### config.mk
export PLATFORM = sky130hd
export DESIGN_NAME = breath_led_scheduler
export DESIGN_NICKNAME = d
export VERILOG_FILES = /design/src/rtl/breath_led_scheduler.sv
export SDC_FILE = /design/constraint.sdc
export NUM_CORES = 1
export LEC_CHECK = 0
export CAP_MARGIN = 0
export CORE_ASPECT_RATIO = 1.5
export CORE_MARGIN = 8
export CORE_UTILIZATION = 55
export CTS_CLUSTER_SIZE = 10
export DETAILED_ROUTE_END_ITERATION = 8
export PLACE_DENSITY = 0.74
export SETUP_SLACK_MARGIN = 0.5
export SLEW_MARGIN = 10
export SYNTH_ARGS = -nofsm -noshare
export SYNTH_HDL_FRONTEND = slang
export SYNTH_SLANG_ARGS = --single-unit
### constraint.sdc
create_clock -name CLK_50MHz -period 5 [get_ports CLK_50MHz]
set_input_delay 0.75 -clock CLK_50MHz [delete_from_list [all_inputs] [get_ports CLK_50MHz]]
set_output_delay 0.75 -clock CLK_50MHz [all_outputs]
set_load 0.1 [all_outputs]
### src/rtl/breath_led_scheduler.sv
// Round-robin scheduler that time-shares one BreathLed generator between N_CH
// front-panel LEDs, with a dead gap between grants so the generator restarts.
module breath_led_scheduler #(
  parameter int N_CH        = 4,
  parameter int SLOT_CYCLES = 50_000_000,
  parameter int GAP_CYCLES  = 50_000
) (
  input  logic            CLK_50MHz,
  input  logic            reset_n,
  input  logic [N_CH-1:0] req,
  input  logic            pause,
  input  logic            led_in,
  output logic            breath_en,
  output logic [N_CH-1:0] grant,
  output logic [N_CH-1:0] led_out,
  output logic            busy
);

  localparam int MAX_CYC = (SLOT_CYCLES > GAP_CYCLES) ? SLOT_CYCLES : GAP_CYCLES;
  localparam int CW      = $clog2(MAX_CYC) + 1;
  localparam int PW      = (N_CH > 1) ? $clog2(N_CH) : 1;

  localparam logic [CW-1:0] SLOT_LAST = CW'(SLOT_CYCLES - 1);
  localparam logic [CW-1:0] GAP_LAST  = CW'(GAP_CYCLES - 1);
  localparam logic [PW-1:0] CH_LAST   = PW'(N_CH - 1);

  typedef enum logic [1:0] {
    ST_IDLE  = 2'd0,
    ST_GRANT = 2'd1,
    ST_GAP   = 2'd2
  } state_t;

  state_t          state_q, state_d;
  logic [N_CH-1:0] grant_q, grant_d;
  logic [PW-1:0]   idx_q, idx_d;
  logic [PW-1:0]   rr_q, rr_d;
  logic            en_q, en_d;
  logic [CW-1:0]   dwell_q, dwell_d;
  logic [CW-1:0]   gap_q, gap_d;

  logic            sel_found;
  logic [PW-1:0]   sel_idx;
  logic [PW-1:0]   rr_next;

  // Search starts at the rr pointer and wraps, so the last holder goes to the back
  always_comb begin
    int cand;
    sel_found = 1'b0;
    sel_idx   = '0;
    cand      = 0;
    for (int k = 0; k < N_CH; k++) begin
      cand = int'(rr_q) + k;
      if (cand >= N_CH) cand = cand - N_CH;
      if (!sel_found && req[PW'(cand)]) begin
        sel_found = 1'b1;
        sel_idx   = PW'(cand);
      end
    end
  end

  assign rr_next = (idx_q == CH_LAST) ? '0 : idx_q + 1'b1;

  always_comb begin
    state_d = state_q;
    grant_d = grant_q;
    idx_d   = idx_q;
    rr_d    = rr_q;
    en_d    = en_q;
    dwell_d = dwell_q;
    gap_d   = gap_q;
    case (state_q)
      ST_IDLE: begin
        if (sel_found && !pause) begin
          state_d          = ST_GRANT;
          grant_d          = '0;
          grant_d[sel_idx] = 1'b1;
          idx_d            = sel_idx;
          en_d             = 1'b1;
          dwell_d          = '0;
        end
      end
      ST_GRANT: begin
        // A paused slot is fully frozen: no expiry and no early release
        if (!pause) begin
          if (dwell_q == SLOT_LAST || !req[idx_q]) begin
            state_d = ST_GAP;
            grant_d = '0;
            en_d    = 1'b0;
            gap_d   = '0;
            rr_d    = rr_next;
          end else begin
            dwell_d = dwell_q + 1'b1;
          end
        end
      end
      ST_GAP: begin
        if (gap_q == GAP_LAST) begin
          state_d = ST_IDLE;
        end else begin
          gap_d = gap_q + 1'b1;
        end
      end
      default: begin
        state_d = ST_IDLE;
        grant_d = '0;
        en_d    = 1'b0;
      end
    endcase
  end

  always_ff @(posedge CLK_50MHz or negedge reset_n) begin
    if (!reset_n) begin
      state_q <= ST_IDLE;
      grant_q <= '0;
      idx_q   <= '0;
      rr_q    <= '0;
      en_q    <= 1'b0;
      dwell_q <= '0;
      gap_q   <= '0;
    end else begin
      state_q <= state_d;
      grant_q <= grant_d;
      idx_q   <= idx_d;
      rr_q    <= rr_d;
      en_q    <= en_d;
      dwell_q <= dwell_d;
      gap_q   <= gap_d;
    end
  end

  assign breath_en = en_q & ~pause;
  assign grant     = grant_q;
  assign led_out   = grant_q & {N_CH{led_in & breath_en}};
  assign busy      = (state_q != ST_IDLE);

endmodule
; After elaboration in Yosys (flattened, before gate mapping)
; Cells that the tools add are included.
[totals]
output_inout_bits = 10
regBits = 65
word_cells = 115
ram_bits = 0
mem_count = 0
latchBits = 0
mem_bits_ro = 0
[classes]
eq_ne = 11
reduce_logical = 21
n_lt_le_gt_ge = 11
div_mod_pow = 0
n_mul = 0
bitwise = 5
add_sub_neg = 10
shift = 0
n_mux = 50
[op_table]
columns = operator, count
row1 = 27-bit 2-to-1 mux, 6
row2 = 27-bit one-hot mux with 2 select lines, 2
row3 = 27-bit by 1-bit adder with 27-bit output (second input constant), 2
row4 = 27-bit by 16-bit equality test with 1-bit output (second input constant), 1
row5 = 27-bit by 26-bit equality test with 1-bit output (second input constant), 1
row6 = 2-bit 2-to-1 mux, 13
row7 = 1-bit 2-to-1 mux, 17
row8 = 2-bit by 4-bit less-than comparator with 1-bit output (second input constant), 4
row9 = 4-bit AND reduction, 4
row10 = 4-bit 2-to-1 mux, 3
row11 = 2-bit inequality test (second input constant), 6
row12 = 4-bit one-hot mux with 3 select lines, 1
row13 = 1-bit binary-select mux with 2-bit select, 5
row14 = 3-bit greater-or-equal comparator (second input constant), 3
row15 = 2-bit by 1-bit subtractor with 2-bit output (second input constant), 4
row16 = 2-bit by 2-bit adder with 3-bit output (second input constant), 2
row17 = 2-bit by 3-bit less-than comparator with 1-bit output (second input constant), 2
row18 = 2-bit one-hot mux with 3 select lines, 1
row19 = 2-bit nonzero test, 3
row20 = 1-bit logical AND, 5
row21 = 1-bit logical NOT, 5
row22 = 4-bit AND, 1
row23 = 2-bit equality test (second input constant), 2
row24 = 2-bit by 1-bit adder with 3-bit output (second input constant), 1
row25 = 12 further kinds, 14

; Depth between registers and ports, before layout
[logic_depth]
depth_word = 21
ltp_mapped = 8
mapped_depth_nobuf = 6

; Worst setup path before layout
; OpenSTA, ideal clock, no wires.
[synth_path]
path_type = input-to-output
startpoint = input pause
endpoint = output led_out[0]
t_arrival_ns = 3.353
required_time_ns = 4.250
setup_slack_ns = 0.897
stages = 3
path_buffers = 1
path_cell_list = clkbuf_1 -> nor2b_1 -> and3_1
[synth_between]
elab_chain_len = 4
[synth_rtl]
columns = element, line_no
row1 = "start, declared", 11  ; input logic pause,
row2 = 1-bit inverter (no source line), n/a
row3 = 1-bit AND, 131  ; assign breath_en = en_q & ~pause;
row4 = net breath_en, 13  ; output logic breath_en,
row5 = 1-bit AND, 133  ; assign led_out = grant_q & {N_CH{led_in & breath_en}};
row6 = 4-bit AND, 133
row7 = "end, declared", 15  ; output logic [N_CH-1:0] led_out,
; The timed path passes the listed nets, and every way through them passes these cells.

; Worst setup path after layout
[layout_path]
startpoint = input pause
endpoint = output led_out[3]
[layout_between]
elab_chain_len = 4
[layout_rtl]
columns = element, line_no
row1 = 1-bit inverter (no source line), n/a
row2 = 1-bit AND, 131
row3 = 1-bit AND, 133
row4 = 4-bit AND, 133
; Every way passes these cells.

==> results.md <==
- Number of synthesized flops with an enable pin: 0
- Clock sinks: 65
- Fin nets: 434
- Final HPWL DP: 6020 microns
- Die Wd: 83.5 microns
- Critical Path Sink Type: output pin
- Initial DRC count: 161
- Placed cells: 490
- Final hold vios: 0
- MaxCap Viol Count: 0
- Remaining global-route overflow: 0
- Syn Area/Cell: 9.19 sq um
- Max FO, Critical Path: 8
- Register-to-Register Setup Slack: 2.31 ns
- Avg WL per Cell: 17.3 microns
- Slew of the pin with the lowest slew margin: 1.00 ns
- Worst R2R Start: dwell_q[0]
- Min-Delay Path Class: register to register
- Port bufs: 17
- Layout fillers: 583
- DRC: 0
- Share of cells above drive strength 1: 9.35%
- HP Start: en_q
- Crit path cell chain: clkdlybuf4s50_1, nor2b_1, and3_1, clkdlybuf4s50_1
- Max_slew headroom: 32.9%
- Final GP Congestion: 0.787
- Final setup violation count: 0
- #FFs+latches synth: 65
- RSZ-0062 raised after global routing: false
- Starting Density: 55.6%
- CTS tree: done
- First-pass GRT wire length: 15000 microns
- Skew final: 0.0103 ns
- Post-synth top flop: dfrtp_1
- Die Y: 117 microns
- Ys async rst share: 100%
- Die Area: 0.00979 sq mm
- Synth cell types: 59
- Num rows: 37
- Largest net degree at the start of global routing: 66
- Detail Route Antenna Nets: 0
- H-Tree Depth: 3
- Clk buf depth: 2
- Critical-path top delay cell: clkdlybuf4s50_1
- Clk_lat worst skew: 0.35 ns
- Mapped Area: 0.00376 sq mm
- Worst EP required: 4.25 ns
- Initial antenna violation count: 0
- Status: completed
- Finished Layout Cells: 506
- Leak: 1.63 nW
- RR Endpoint: rr_q[1]
- Hold path cells: 1
- Post-CTS sizing: 0
- Post-synthesis sequential area ratio: 43.3%
- Final Critical Period: 3.71 ns
- CP most frequent cell: clkdlybuf4s50_1
- Post-CTS setup buffer count: 0
- Final period util: 74.2%
- Clk root buf: clkbuf_8
- GRT Total Usage: 18.8%
- WP data arrival: 2.96 ns
- Multi-input logic area: 0.00200 sq mm
- Max-slew violations: 0
- Core ar.: 0.00676 sq mm
- Cells after synthesis: 409
- Fmax: 0.269 GHz
- CTS clock-pin slew for the worst setup and hold paths: 0.07 ns
- Hold endpoint: en_q
- Maximum VDD drop: 380 uV
- Startpoint types: input pin
- Detailed Routing Iterations Pass 1: 4
- Setup CP Type: input pin to output pin
- # diodes: 0
- Vias: 3240
- Vias in the first global route: 3162
- Syn Nets: 420
- Crit-path max cell delay: 1.13 ns
- Area Growth Syn to Fin: 11.6%
- Final setup TNS: 0 ns
- Total routed wirelength: 8730 microns
- IO Count: 18
- DR vias/cell: 6.40
- TritonCTS buffer count: 9
- R2R cell count: 7
- CTS Hold Bufs: 0
- Sequential cell area: 0.00163 sq mm
- Pwr per Cell Area: 446 mW/mm^2
- Synth warn: 0
==> through the flow <==
step	cell area [sq um]	worst slack [ns]	total power [mW]	util [%]	hold slack (ns)
floorplan	3760	0.897	1.19	-	0.442
global placement	3960	1.35	1.34	58.6	0.471
detailed placement	3960	1.29	1.36	58.6	0.477
CTS	4190	1.28	1.88	62.0	0.493
global route	4190	1.20	1.96	62.0	0.500
finish	4190	1.29	1.87	62.0	0.493
==> routing by layer <==
layer | up-vias | wire, microns | track usage (%)
li1 | 1561 | - | -
met1 | 1623 | 3530 | 20.0
met2 | 40 | 4780 | 34.7
met3 | 16 | 178 | 3.46
met4 | 0 | 249 | 9.60
met5 | - | 0 | 0
==> registers in the layout, indices dropped and copies added, names as in the netlist <==
register / cells
rr_q: 2
dwell_q: 27
en_q: 1
state_q: 2
idx_q: 2
gap_q: 27
grant: 4
==> cell usage in the layout (no fill, tap or decap), types with 3 or more instances in the layout <==
cell             netlist  final
or2_2                  4      4
xnor2_1               13     13
o21ai_0               14     14
or3_1                 14     14
or4_1                 16     16
dfrtp_1               65     65
nand4_1               14     14
o31ai_1               16     15
mux2i_1                3      3
nor2b_1                4      4
and4b_1                3      3
nand2b_1               6      6
and3_1                 7      7
xor2_1                 3      3
buf_4                  0      4
nor2_1                31     31
a21oi_1               31     31
o2bb2ai_1              3      3
inv_1                 12     12
nor4_1                 8      8
nor3_1                17     17
nand3_1               21     21
ha_1                   3      3
clkdlybuf4s50_1        0     16
nand2_1               36     36
clkbuf_8               0     10
o21a_1                 3      3
a22o_1                 3      3
==> synth_stat cells, types with 3 or more instances <==
master,count,area (sq um)
dfrtp_1,65,1630
nand2_1,36,135
a21oi_1,31,155
nor2_1,31,116
nand3_1,21,105
nor3_1,17,85.1
o31ai_1,16,120
or4_1,16,120
nand4_1,14,87.6
o21ai_0,14,70.1
or3_1,14,87.6
xnor2_1,13,114
inv_1,12,45.0
clkbuf_1,8,30.0
nor4_1,8,50.1
and3_1,7,43.8
buf_2,7,35.0
nand2b_1,6,37.5
nor2b_1,4,25.0
or2_2,4,25.0
a22o_1,3,26.3
and4b_1,3,30.0
ha_1,3,37.5
mux2i_1,3,30.0
o21a_1,3,22.5
o2bb2ai_1,3,26.3
xor2_1,3,26.3
==> worst max path at each step <==
stage / start / endpoint / slack (ns) / cells past startpoint
2_1_floorplan: pause / led_out[0] / 0.90 / 3
3_3_place_gp: pause / led_out[0] / 1.35 / 4
3_5_place_dp: pause / led_out[3] / 1.29 / 4
4_1_cts: pause / led_out[3] / 1.28 / 4
5_1_grt: pause / led_out[0] / 1.20 / 4
6_report: pause / led_out[3] / 1.29 / 4
==> cells by family (layout without fill, tap and decap cells) <==
group                      Yosys count  count (layout)  synth area share [%]
adders and majority gates            3               3                 0.999
and+or+nand+nor                    201             201                  30.7
xor gates and xnor gates            16              16                  3.73
muxes                                6               6                  2.00
AOI/OAI and AO/OA                   88              88                  15.6
DFF                                 65              65                  43.3
buffers and inverters               30              49                  3.63
==> worst max-delay path: cells and delay by family <==
| kind | cells | cell delay [ns] |
|---|---|---|
| buffers and inverters | 2 | 1.72 |
| and+or+nand+nor | 2 | 0.49 |
==> where the power goes <==
group          switching (mW)  internal (mW)
sequential              0.105          0.606
clock                   0.219          0.296
combinational           0.452          0.192
==> final cells by class <==
cell class                 count  share of cell area [%]
clock buffer                  10                    3.28
clock inverter                 6                    2.15
inverter                      12                    1.07
multi-input combinational    314                    47.7
sequential                    65                    38.8
tap                           78                    2.33
timing repair buffer          21                    4.66
Note: power is estimated with default switching activity, not from simulation.
